[src/rtl/prod_div8_pkg.sv]
// Shared types and widths for the product divider: FSM states and operand sizes.
package prod_div8_pkg;

  localparam int OP_W   = 8;
  localparam int PROD_W = 16;

  typedef enum logic [1:0] {
    IDLE = 2'd0,
    RUN  = 2'd1,
    DONE = 2'd2
  } state_t;

endpackage

[src/rtl/prod_div8_div_step.sv]
// One restoring-division step: shift the next dividend bit into the partial
// remainder, subtract the divisor when it fits, and report the quotient bit.
module div_step
  import prod_div8_pkg::*;
(
  input  logic [OP_W:0]   rem_in,
  input  logic            bit_in,
  input  logic [OP_W-1:0] divisor,
  output logic [OP_W:0]   rem_out,
  output logic            q_bit
);

  logic [OP_W+1:0] shifted_s;
  logic [OP_W:0]   diff_s;

  assign shifted_s = {rem_in, bit_in};
  // When the divisor fits, the difference is below the divisor and so fits the working width.
  assign diff_s    = shifted_s[OP_W:0] - {1'b0, divisor};
  assign q_bit     = (shifted_s >= {2'b00, divisor});
  assign rem_out   = q_bit ? diff_s : shifted_s[OP_W:0];

endmodule

[src/rtl/prod_div8.sv]
// Recovers the 8-bit multiplicand from a 16-bit product and the known multiplier
// by restoring division, STEPS_PER_CYCLE steps per clock, with valid/ready handshakes.
module prod_div8
  import prod_div8_pkg::*;
#(
  parameter int STEPS_PER_CYCLE = 1
) (
  input  logic              clk,
  input  logic              rst,
  input  logic              in_valid,
  output logic              in_ready,
  input  logic [PROD_W-1:0] prod,
  input  logic [OP_W-1:0]   b,
  output logic              out_valid,
  input  logic              out_ready,
  output logic [OP_W-1:0]   quot,
  output logic [OP_W-1:0]   rem,
  output logic              ovf,
  output logic              dz
);

  localparam int         N_CYC    = OP_W / STEPS_PER_CYCLE;
  localparam logic [3:0] LAST_CNT = 4'(N_CYC - 1);

  state_t          state_r;
  logic [OP_W:0]   rem_r;
  logic [OP_W-1:0] q_r;
  logic [OP_W-1:0] b_r;
  logic [3:0]      cnt_r;
  logic [OP_W:0]   rem_fin_s;
  logic [OP_W-1:0] q_fin_s;

  // The quotient register doubles as the dividend shifter: its MSB feeds each step.
  for (genvar i = 0; i < STEPS_PER_CYCLE; i++) begin : g_step
    logic [OP_W:0]   rem_in_s;
    logic [OP_W:0]   rem_out_s;
    logic [OP_W-1:0] q_in_s;
    logic [OP_W-1:0] q_out_s;
    logic            qbit_s;

    if (i == 0) begin : g_first
      assign rem_in_s = rem_r;
      assign q_in_s   = q_r;
    end else begin : g_next
      assign rem_in_s = g_step[i-1].rem_out_s;
      assign q_in_s   = g_step[i-1].q_out_s;
    end

    div_step u_step (
      .rem_in  (rem_in_s),
      .bit_in  (q_in_s[OP_W-1]),
      .divisor (b_r),
      .rem_out (rem_out_s),
      .q_bit   (qbit_s)
    );

    assign q_out_s = {q_in_s[OP_W-2:0], qbit_s};
  end

  assign rem_fin_s = g_step[STEPS_PER_CYCLE-1].rem_out_s;
  assign q_fin_s   = g_step[STEPS_PER_CYCLE-1].q_out_s;

  // Handshake FSM, datapath registers and registered result outputs.
  always_ff @(posedge clk or posedge rst) begin
    if (rst) begin
      state_r   <= IDLE;
      in_ready  <= 1'b1;
      out_valid <= 1'b0;
      quot      <= 8'h00;
      rem       <= 8'h00;
      ovf       <= 1'b0;
      dz        <= 1'b0;
      rem_r     <= 9'h000;
      q_r       <= 8'h00;
      b_r       <= 8'h00;
      cnt_r     <= 4'd0;
    end else begin
      case (state_r)
        IDLE: begin
          if (in_valid && in_ready) begin
            b_r      <= b;
            cnt_r    <= 4'd0;
            in_ready <= 1'b0;
            if (b == 8'h00) begin
              state_r   <= DONE;
              out_valid <= 1'b1;
              dz        <= 1'b1;
              ovf       <= 1'b0;
              quot      <= 8'hFF;
              rem       <= prod[7:0];
            end else if (prod[15:8] >= b) begin
              state_r   <= DONE;
              out_valid <= 1'b1;
              dz        <= 1'b0;
              ovf       <= 1'b1;
              quot      <= 8'hFF;
              rem       <= 8'h00;
            end else begin
              state_r <= RUN;
              rem_r   <= {1'b0, prod[15:8]};
              q_r     <= prod[7:0];
            end
          end
        end
        RUN: begin
          rem_r <= rem_fin_s;
          q_r   <= q_fin_s;
          cnt_r <= cnt_r + 4'd1;
          if (cnt_r == LAST_CNT) begin
            state_r   <= DONE;
            out_valid <= 1'b1;
            quot      <= q_fin_s;
            rem       <= rem_fin_s[OP_W-1:0];
            ovf       <= 1'b0;
            dz        <= 1'b0;
          end
        end
        DONE: begin
          if (out_ready) begin
            state_r   <= IDLE;
            in_ready  <= 1'b1;
            out_valid <= 1'b0;
            cnt_r     <= 4'd0;
          end
        end
        default: begin
          state_r   <= IDLE;
          in_ready  <= 1'b1;
          out_valid <= 1'b0;
          cnt_r     <= 4'd0;
        end
      endcase
    end
  end

endmodule

[config.mk]
export PLATFORM = sky130hd
export DESIGN_NAME = prod_div8
export DESIGN_NICKNAME = d
export VERILOG_FILES = /design/src/rtl/prod_div8_pkg.sv /design/src/rtl/prod_div8_div_step.sv /design/src/rtl/prod_div8.sv
export SDC_FILE = /design/constraint.sdc
export NUM_CORES = 1
export LEC_CHECK = 0
export ABC_CLOCK_PERIOD_IN_PS = 7100
export BUFFER_PORTS_ARGS = -buffer_cell sky130_fd_sc_hd__buf_2
export CORE_ASPECT_RATIO = 0.8
export CORE_MARGIN = 8
export CORE_UTILIZATION = 43
export DETAILED_ROUTE_END_ITERATION = 12
export GPL_ROUTABILITY_DRIVEN = 0
export PLACE_DENSITY_LB_ADDON = 0.08
export SLEW_MARGIN = 15
export SYNTH_ARGS = -nofsm -noshare
export SYNTH_HDL_FRONTEND = slang
export SYNTH_HIERARCHICAL = 1
export SYNTH_SLANG_ARGS = --single-unit
[constraint.sdc]
create_clock -name clk -period 7.1 [get_ports clk]
set_clock_uncertainty 0.1 [all_clocks]
set_input_delay 1.775 -clock clk [delete_from_list [all_inputs] [get_ports clk]]
set_output_delay 1.775 -clock clk [all_outputs]
set_load 0.05 [all_outputs]
Yosys cells after proc, flatten, opt, wreduce, memory -nomap -nowiden
Index checks and enable logic that the tools add are counted.
{ "classes": {"n_bitwise": 1, "reduce_logical": 11, "eq_ne": 9, "order_cmp": 2, "muxes": 45, "add_sub_neg": 2} }
{ "ops": {"columns": ["op", "n"], "rows": [
  ["$mux W8", 11],
  ["$pmux W8 S2", 3],
  ["$mux W9", 4],
  ["$pmux W9 S2", 1],
  ["$mux W1", 13],
  ["$pmux W4 S3", 1],
  ["$reduce_and A4 Y1", 3],
  ["$ge A10 B8 Y1", 1],
  ["$mux W2", 5],
  ["$ne A2 B2 Y1 const B", 5],
  ["$sub A9 B8 Y9", 1],
  ["$ge A8 B8 Y1", 1],
  ["$logic_not A8 Y1", 1],
  ["$mux W4", 2],
  ["$pmux W1 S3", 2],
  ["$pmux W2 S3", 1],
  ["$reduce_and A3 Y1", 2],
  ["$add A4 B1 Y4 const B", 1],
  ["$eq A4 B3 Y1 const B", 1],
  ["$pmux W1 S2", 2],
  ["$reduce_and A2 Y1", 2],
  ["$ne A3 B3 Y1 const B", 1],
  ["$eq A2 B1 Y1 const B", 1],
  ["$eq A2 B2 Y1 const B", 1],
  ["4 further kinds", 4]
]} }
{ "totals": {"ff_bits": 51, "elab_cells": 81, "input_bits": 28} }

Logic depth before layout (Yosys ltp)
Gate-level depths: netlist of the first run.
{ "depth": {"depth_word": 5, "mapped_depth": 13, "ltp_nobuf": 12} }

Hierarchy
Netlist of the first run, hierarchy kept.
{ "by_module_without_submodules": {"columns": ["mod", "area_per_inst_um2", "cells_each", "n_inst"], "rows": [
  ["prod_div8", 2606.2, 250, 1],
  ["div_step", 541.8, 72, 1]
]} }

Worst setup path before layout of the first run
Ideal clock, no wire load.
{ "synth_path": {"kind": "input -> register", "start": "input port b[2]", "end": "register q_r[4], in the netlist g_step[0].q_in_s[4]", "setup_time_ns": 0.125, "arrival_ns": 3.348, "setup_slack_ns": 3.528, "stages": 9, "cell_sequence": "inv_1 ha_1 and3_1 o21ai_0 a31o_2 a41o_1 buf_6 buf_6 mux2_2"} }
{ "synth_between": {"elab_chain_len": 3, "word_cells_on_any_way": 5} }
{ "synth_lines": {"columns": ["element", "line_no", "source"], "rows": [
  ["from (decl)", "prod_div8.sv:13", "input logic [OP_W-1:0] b,"],
  ["$ge A8 B8 Y1 or $logic_not A8 Y1 (tied branches)", "prod_div8.sv:91, prod_div8.sv:84", null],
  ["$ne A2 B2 Y1 (no source line)", null, null],
  ["$reduce_and A4 Y1 (no source line) (*)", null, null],
  ["to (signal assigned)", "prod_div8.sv:101", "q_r <= prod[7:0];"],
  ["to (signal assigned)", "prod_div8.sv:107", "q_r <= q_fin_s;"],
  ["to (decl)", "prod_div8.sv:27", "logic [OP_W-1:0] q_r;"]
]} }
Mark *: on every way between the ends. The rest lies on a longest branch, timed or not.
A chain may end at the register's enable or synchronous reset.

Worst setup path in the final report of the first run
{ "layout_path": {"start": "input port b[0]", "end": "register ovf"} }
{ "layout_between": {"elab_chain_len": 4, "word_cells_on_any_way": 7} }
{ "layout_lines": {"columns": ["element", "line_no", "source"], "rows": [
  ["branches (longest 4 deep; another with $ge A8 B8 Y1)", null, null],
  ["to (signal assigned)", "prod_div8.sv:71", "ovf <= 1'b0;"],
  ["to (signal assigned)", "prod_div8.sv:88", "ovf <= 1'b0;"],
  ["to (signal assigned)", "prod_div8.sv:95", "ovf <= 1'b1;"],
  ["to (decl)", "prod_div8.sv:18", "output logic ovf,"]
]} }
Several ways; the timed one is not identified. The select of a mux whose other input is x is not followed.

==> results of run 1 <==
layout by cell type (no fill, tap or decap), drive strengths merged, types with 11 or more instances in the layout:
| cell | count |
|---|---|
| dfrtp | 50 |
| o21ai | 19 |
| inv | 24 |
| nor4 | 11 |
| ha | 17 |
| mux2 | 36 |
| buf | 50 |
| nand2 | 71 |
| nor2 | 11 |
registers in the layout, summed over array words and instances (netlist names), 2 cells and up:
| name | count |
|---|---|
| b_r | 8 |
| cnt_r | 4 |
| g_step.q_in_s | 8 |
| g_step.rem_in_s | 9 |
| quot | 8 |
| rem | 8 |
| state_r | 2 |
logic make-up (layout without fill, tap and decap cells):
group	after synthesis	after routing	synth area share
xor gates and xnor gates	1	1	0.00278
adders and majority gates	18	18	0.0739
DFF	51	51	0.406
AOI/OAI and AO/OA	60	60	0.146
muxes	37	37	0.140
and+or+nand+nor	115	115	0.171
buffers and inverters	40	82	0.0600
cell type report:
type / instances / area share
clock buffer: 6 / 0.0233
clock inverter: 2 / 0.00990
inverter: 24 / 0.0255
multi-input combinational: 231 / 0.475
sequential: 51 / 0.361
tap: 90 / 0.0318
timing repair buffer: 50 / 0.0729
per-layer routing:
layer / up-vias / GRT usage / part of all wire
li1: 1205 / - / -
met1: 1137 / 0.218 / 0.54
met2: 42 / 0.219 / 0.41
met3: 4 / 0.0377 / 0.041
met4: 0 / 0.0318 / 0.0068
met5: - / 0 / 0
worst max-delay path, stage by stage:
cell and delay (ns):
buf_2 0.12, nor4_1 0.71, and2_1 0.25, nor2_1 0.09, a41oi_2 0.48, buf_4 0.32, mux2_2 0.35
per-stage QoR:
| stage | hold slack [ns] | instances | worst slack, ns |
|---|---|---|---|
| floorplan | 0.373 | 322 | 3.53 |
| global placement | 0.385 | 446 | 2.86 |
| detailed placement | 0.388 | 446 | 2.86 |
| CTS | 0.403 | 454 | 3.18 |
| global route | 0.431 | 454 | 3.02 |
| finish | 0.404 | 454 | 3.08 |
power breakdown:
part | internal (mW) | switching [mW] | leakage (nW)
clock | 0.114 | 0.102 | 0.0612
combinational | 0.0125 | 0.0205 | 1.08
sequential | 0.290 | 0 | 0.694
total | 0.417 | 0.122 | 1.84
path summary, 6_finish.rpt:
check                                start        to
worst min-delay path              in_ready  in_ready
worst max register to register  state_r[1]       ovf
worst min register to register    in_ready  in_ready
max in group asynchronous              rst    b_r[5]
min in group asynchronous              rst    rem[6]
worst max-delay path                  b[0]       ovf
==> results.md, run 1 <==
* Max-Cap Viols at 0
* CTS resizes at 0
* Pwr dens at 152 mW/mm^2
* Final Net Count at around 400
* Final core utilization at 0.488
* Final hold viol count at 0
* Min Clock Period, post-route at about 4.0 ns
* Register-to-Register Path Depth at 6
* Dpl cell area at 0.00342 mm^2
* FF+latch count, synth at between 50 and 60
* Total gr overflow at 0
* Final period utilization at 0.566
* Sequential area share after synthesis at 0.406
* Largest net degree at the start of global routing at 52
* CTS root buffer: clkbuf_8
* Synthesis-to-finish area growth at 12.4%
* Remaining DRCs at 0
* Longest Clk Path Bufs at 2
* Worst min-delay path class: reg2reg
* Drt initial violations at about 150
* TNS Setup at 0 ns
* Initial Util at 0.434
* Number of cells on the worst hold path at 2
* Synth async-reset ratio at 1.00
* Synth Area per Inst at slightly below 10 um^2
* Post-synth EDFFs at 0
* Tot Pwr at 0.539 mW
* Later-pin clock latency in the skew report at 0.30 ns
* Vias at about 2400
* Slew margin rel. at 0.379
* Maximum vdd drop at approximately 110 uV
* DRT Wirelength at 7550 um
* First-pass GRT wire length at approximately 13000 um
* CP required at a little over 7 ns
* Core area at 0.00725 mm^2
* Netlist Area Pre-Place at 0.00315 mm^2
* Syn_nets at approximately 370
* Number of fill cells in the layout at 713
* Setup Viol. Count Final at 0
* Register area at ~0.0013 mm^2
* Cells after Synth at 322
* Most used flip-flop cell after synthesis: dfrtp_1
* Area of the multi-input gates at 0.00168 mm^2
* Fin area at 0.00354 mm^2
* DIE AREA at 0.0103 mm^2
* CP Launch Type: primary input
* Dpl hpwl at 5650 um
* RSZ-0062 raised after global routing: no
* Status: complete, no violations
* P_leak at 1.84 nW
* Routed len/inst at 16.6 um
* Post-synth top cells: 71 x nand2_1, 50 x dfrtp_1, 28 x mux2_2
* Reg2reg setup slack at around 3.6 ns
* Synth area leaders: dfrtp_1 40%, mux2_2 10%, nand2_1 8.5%, ha_1 6.8%, mux2_4 3.3%
* Cell accounting for the most synthesized area: dfrtp_1
* Gr usage total at 0.150
* PortBufs at 47
* Yosys top cell area share at 0.397
* Yosys cell types at 53
* Vias in the first global route at 2417
* WP data arrival at 4.11 ns
* Worst Setup Path Type: in2reg
* Share of cells above drive strength 1 at 0.319
* Most common cell in the synthesized netlist: nand2_1
* Crit Path Max Fanout at 14
* TritonCTS clock tree: built
* CTS Buf Count at 5
* Worst Setup End Kind: flop
* Slew @ Worst Pin at 0.931 ns
* Antenna fix cells at 0
* Core Rows at 28
* Initial antenna violation count at 0
* Die W at 112 um
* Io pins at 48
* Hold-fix buffers, CTS at 0
* Clk sinks at 51
* DRT Pass-1 Iters at 4
* Setup repair bufs after CTS at 0
* Pins over their slew limit at 0
* Synth warnings at 6
* Via density at 5.26
* Max Clk Rate at 249 MHz
* Clock-pin slew on the worst setup and hold paths at 0.10 ns
* Antenna-violating nets left at 0
* Die height at slightly above 90 um
* H-Tree Depth at 2
Note: power is estimated with default switching activity, not from simulation.
==> run 2, diff against run 1 <==
- ABC_CLOCK_PERIOD_IN_PS: 7100 -> 3650
- clock period: 7.1 -> 3.65 ns (I/O delays scaled with it)
==> results.md, run 2 (synthesis gave the netlist of run 1 again) <==
* Cell Chain, Critical Path: inv_1, ha_1, inv_1, fa_1, nand3_1, a21oi_2, nor4_4, a21oi_1, a22o_1, a22o_1, mux2_2
* NetSw at 0.233 mW (+91%)
* Core Rows at 28 (unchanged)
* Final hold viol count at 0 (unchanged)
* Share of cells above drive strength 1 at 0.324 (+0.00557)
* Final Net Count at 412 (+0.73%)
* Drt initial violations at 102 (-32%)
* TritonCTS clock tree: built
* Sw Share at 0.223 (-0.00336)
* Core area at 0.00725 mm^2 (unchanged)
* CTS Buf Count at 5 (unchanged)
* Synthesis-to-finish area growth at 13.1%
* WHS at 0.400 ns (-0.00383 ns)
* RSZ-0062 raised after global routing: no
* Fin cells at 457 (+0.66%)
* Io pins at 48 (unchanged)
* Initial antenna violation count at 0 (unchanged)
* Antenna fix cells at 0 (unchanged)
* DIE AREA at 0.0103 mm^2 (unchanged)
* Top Family by Delay on Critical Path: simple AND/OR/NAND/NOR gates
* Antenna-violating nets left at 0 (unchanged)
* Clock-pin slew on the worst setup and hold paths at 0.09 ns (about the same)
* Worst min-delay path class: reg2reg
* Die height at 92.5 um (unchanged)
* Gr usage total at 0.154 (+0.00359)
* Via density at 5.29 (+0.55%)
* Pins over their slew limit at 0 (unchanged)
* WP data arrival at 3.15 ns (-0.96 ns)
* P_leak at 1.85 nW (+0.83%)
* TNS Setup at 0 ns (unchanged)
* Status: complete, no violations
* PortBufs at 47 (unchanged)
* Final period utilization at 0.835
* DRT Pass-1 Iters at 4 (unchanged)
* Setup WS post-layout at 0.601 ns (-2.48 ns)
* Vias in the first global route at 2418 (+0.041%)
* DRT Wirelength at 7550 um (+0.12%)
* Setup Viol. Count Final at 0 (unchanged)
* Hold-fix buffers, CTS at 0 (unchanged)
* Maximum vdd drop at 141 uV (+25%)
* First-pass GRT wire length at 12800 um (+2.3%)
* CP max stage cell: nor4_4
* Number of fill cells in the layout at 693 (-2.8%)
* CP bufs+invs at 2 (unchanged)
* CTS resizes at 0 (unchanged)
* H-Tree Depth at 2 (unchanged)
* Largest stage delay on the critical path at 0.56 ns (-0.15 ns)
* Clock share of power at 0.399 (-0.002)
* Fin area at 0.00356 mm^2 (+0.67%)
* Pwr dens at 293 mW/mm^2 (+92%)
* Initial Util at 0.434 (unchanged)
* Min Clock Period, post-route at 3.05 ns
* Die W at 112 um (unchanged)
* Slew margin rel. at 0.390 (+0.0110)
* Most common cell after layout, fill and taps aside: nand2_1
* Max FFs per register at 9 (unchanged)
* Dpl cells at 449 (+0.67%)
* Max-Cap Viols at 0 (unchanged)
* CP required at 3.75 ns (-3.44 ns)
* Crit Path Max Fanout at 10 (-4)
* Sequential power share at 0.541 (+0.003)
* Remaining DRCs at 0 (unchanged)
* Worst slack, placed at 0.333 ns (-2.52 ns)
* CP Launch Type: flop
* Routed len/inst at 16.5 um (-0.54%)
* Final core utilization at 0.491 (+0.00328)
* Dpl cell area at 0.00344 mm^2 (+0.66%)
* Combinational share of power at 0.061 (about the same)
* CTS root buffer: clkbuf_8
* Most frequent cells in the layout: 71 x nand2_1, 50 x dfrtp_1, 47 x buf_2
* Max Clk Rate at 328 MHz
* Internal at 0.811 mW (+94%)
* Longest Clk Path Bufs at 2 (unchanged)
* Worst Setup End Kind: flop
* Total gr overflow at 0 (unchanged)
* Dpl hpwl at 5690 um (+0.71%)
* Worst Setup Path Type: reg2reg
* Clk sinks at 51 (unchanged)
* Vias at 2417 (+1.2%)
* Slew @ Worst Pin at 0.914 ns (-0.0175 ns)
* Later-pin clock latency in the skew report at 0.31 ns (about the same)
* Tot Pwr at 1.04 mW (+94%)
* Setup repair bufs after CTS at 0 (unchanged)
* Largest net degree at the start of global routing at 52 (unchanged)
==> run 2: per-layer routing <==
layer	part of all wire	track usage
met1	0.53	0.216
met2	0.42	0.230
met3	0.044	0.0449
met4	0.0068	0.0306
met5	0	0
==> run 2: power by group through the flow <==
| stage | Sequential, mW | Clock (mW) | Combinational [mW] |
|---|---|---|---|
| after floorplan | 0.576 | 0 | 0.0324 |
| after global placement | 0.576 | 0 | 0.0637 |
| after detailed placement | 0.576 | 0 | 0.0636 |
| after CTS | 0.565 | 0.427 | 0.0641 |
| after global routing | 0.565 | 0.452 | 0.0745 |
| final | 0.565 | 0.416 | 0.0632 |
==> run 2: area by class of cell <==
type | count | area, um^2 | area share
Timing Repair Buffer | 53 | 280 | 0.0787
Sequential cell | 51 | 1280 | 0.359
Clock inverter | 2 | 35.0 | 0.00984
Tap cell | 90 | 113 | 0.0316
Clock buffer | 6 | 82.6 | 0.0232
Inverter | 24 | 91.3 | 0.0257
Multi-Input combinational cell | 231 | 1680 | 0.472
==> run 2: worst register-to-register path: cells and delay by family (launching register included) <==
family                   cells  cell delay [ns]
AO/OA/AOI/OAI                4             0.68
flip-flops                   1             0.39
multiplexers                 1             0.26
AND/OR/NAND/NOR              2             0.72
buffers and inverters        2             0.16
adder cells (fa/ha/maj)      2             0.62
==> run 2: path summary, 6_finish.rpt <==
kind	startpoint	cells after the start	slack (ns)	to
max in group asynchronous	rst	2	2.25	g_step[0].rem_in_s[1]
max reg2reg	g_step[0].q_in_s[7]	11	0.60	rem[5]
max	g_step[0].q_in_s[7]	11	0.60	rem[5]
min in group asynchronous	rst	2	0.67	ovf
min	in_ready	2	0.40	in_ready
min reg2reg	in_ready	2	0.40	in_ready
==> run 3, diff against run 2 <==
- ABC_CLOCK_PERIOD_IN_PS: 3650 -> 3100
- clock period: 3.65 -> 3.1 ns (I/O delays scaled with it)
==> results.md, run 3 (synthesis gave the netlist of run 1 again) <==
* CTS resizes at 0 (unchanged)
* Antenna-violating nets left at 0 (unchanged)
* H-Tree Depth at 2 (unchanged)
* Io pins at 48 (unchanged)
* P_leak at 1.88 nW (+1.8%)
* Largest net degree at the start of global routing at 24 (-54%)
* CP required at 3.20 ns (-0.55 ns)
* Max FFs per register at 9 (unchanged)
* Worst min-delay path class: in2async
* Die height at 92.5 um (unchanged)
* Pins over their slew limit at 0 (unchanged)
* TritonCTS clock tree: built
* Max Clk Rate at 361 MHz (+9.9%)
* Status: complete, no violations
* Share of cells above drive strength 1 at 0.339 (+0.0144)
* Remaining DRCs at 0 (unchanged)
* Number of fill cells in the layout at 710 (+2.5%)
* Dpl hpwl at 6120 um (+7.5%)
* CP Launch Type: flop
* CP max stage cell: fa_1
* Clk sinks at 51 (unchanged)
* Pwr dens at 326 mW/mm^2 (+11%)
* TNS Setup at 0 ns (unchanged)
* Core Rows at 28 (unchanged)
* Vias at 2459 (+1.7%)
* CTS root buffer: clkbuf_8
* Most frequent cells in the layout: 71 x nand2_1, 50 x dfrtp_1, 47 x buf_2
* Vias in the first global route at 2583 (+6.8%)
* Synthesis-to-finish area growth at 14.9%
* Maximum vdd drop at 156 uV (+10%)
* Final period utilization at 0.895 (+0.0595)
* Antenna fix cells at 0 (unchanged)
* Die W at 112 um (unchanged)
* CP bufs+invs at 3 (+1)
* Register-to-Register Path Depth at 12 (+1)
* Most common cell after layout, fill and taps aside: nand2_1
* Setup Viol. Count Final at 0 (unchanged)
* Hold-fix buffers, CTS at 0 (unchanged)
* Drt initial violations at 92 (-9.8%)
* Worst Setup End Kind: flop
* Total gr overflow at 0 (unchanged)
* Crit Path Max Fanout at 10 (unchanged)
* Register area at 0.00128 mm^2 (unchanged)
* Longest Clk Path Bufs at 2 (unchanged)
* Clock-pin slew on the worst setup and hold paths at 0.10 ns (about the same)
* Worst Setup Path Type: reg2reg
* Slew @ Worst Pin at 0.452 ns (-0.462 ns)
* Initial antenna violation count at 0 (unchanged)
* Min Clock Period, post-route at 2.77 ns (-0.275 ns)
* Final Net Count at 420 (+1.9%)
* Routed len/inst at 17.0 um (+2.8%)
* Core area at 0.00725 mm^2 (unchanged)
* Critical R2R Launch: g_step[0].q_in_s[7]
* Setup repair bufs after CTS at 0 (unchanged)
* Area of the multi-input gates at 0.00168 mm^2 (unchanged)
* DRT Wirelength at 7900 um (+4.6%)
* DRT Pass-1 Iters at 4 (unchanged)
* Later-pin clock latency in the skew report at 0.31 ns (about the same)
* Max-Cap Viols at 0 (unchanged)
* Largest stage delay on the critical path at 0.41 ns (-0.15 ns)
* Gr usage total at 0.161 (+0.00690)
* First-pass GRT wire length at 13300 um (+4.1%)
* PortBufs at 47 (unchanged)
* Initial Util at 0.434 (unchanged)
* Reg2reg setup slack at 0.33 ns (-0.27 ns)
* Critical R2R Capture: rem[5]
* DIE AREA at 0.0103 mm^2 (unchanged)
* Slew margin rel. at 0.699 (+0.309)
* Cell Chain, Critical Path: inv_1, ha_1, inv_1, fa_1, nand3_1, a21oi_2, nor4_4, buf_4, a21oi_1, a22o_1, a22o_1, mux2_2
* Final hold viol count at 0 (unchanged)
* Top Family by Delay on Critical Path: adder cells
* Via density at 5.29 (about the same)
* WP data arrival at 2.88 ns (-0.27 ns)
* Fin cells at 465 (+1.8%)
* CTS Buf Count at 5 (unchanged)
* Dpl cells at 457 (+1.8%)
* RSZ-0062 raised after global routing: no
-- run 3: changes by cell type in the layout (fill, tap and decap cells not counted) --
cell	change
buf_4	+7
clkinv_2	-2
buf_12	+1
bufinv_16	-1
clkbuf_8	+1
clkinvlp_4	+1
inv_2	+1
-- run 3: per-layer routing --
layer | up-vias | part of all wire | track usage
li1 | 1218 | - | -
met1 | 1172 | 0.52 | 0.223
met2 | 54 | 0.43 | 0.243
met3 | 15 | 0.039 | 0.0371
met4 | 0 | 0.018 | 0.0511
met5 | - | 0 | 0
-- run 3: layout make-up --
type | instances | area share
inverters | 24 | 0.0249
flip-flops and latches | 51 | 0.353
clock inverters | 1 | 0.00207
multi-input cells | 231 | 0.465
well taps | 90 | 0.0311
repair buffers | 61 | 0.0975
clock buffers | 7 | 0.0266
-- run 3: worst max-delay path by stage --
stage	start	to	slack, ns	cells past startpoint
after floorplan	g_step[0].q_in_s[7]	rem[5]	0.53	11
after global placement	b[2]	g_step[0].rem_in_s[2]	0.12	9
after detailed placement	b[2]	g_step[0].q_in_s[4]	0.12	9
after CTS	g_step[0].q_in_s[7]	rem[5]	0.32	12
after global routing	g_step[0].q_in_s[7]	g_step[0].rem_in_s[0]	0.13	13
final	g_step[0].q_in_s[7]	rem[5]	0.33	12
-- run 3: through the flow --
stage	utilization	hold slack [ns]	worst slack [ns]	cell area (um^2)	power, mW
after floorplan	-	0.373	0.526	3150	0.716
after global placement	0.485	0.385	0.116	3510	0.757
after detailed placement	0.485	0.389	0.123	3510	0.758
after CTS	0.499	0.308	0.321	3620	1.20
after global routing	0.499	0.327	0.132	3620	1.23
final	0.499	0.301	0.326	3620	1.18
-- run 3: report_power, final --
part           internal, mW  leakage, nW  switching [mW]
Clock                 0.204       0.0505           0.234
Sequential            0.665        0.694               0
Combinational        0.0302         1.14          0.0488
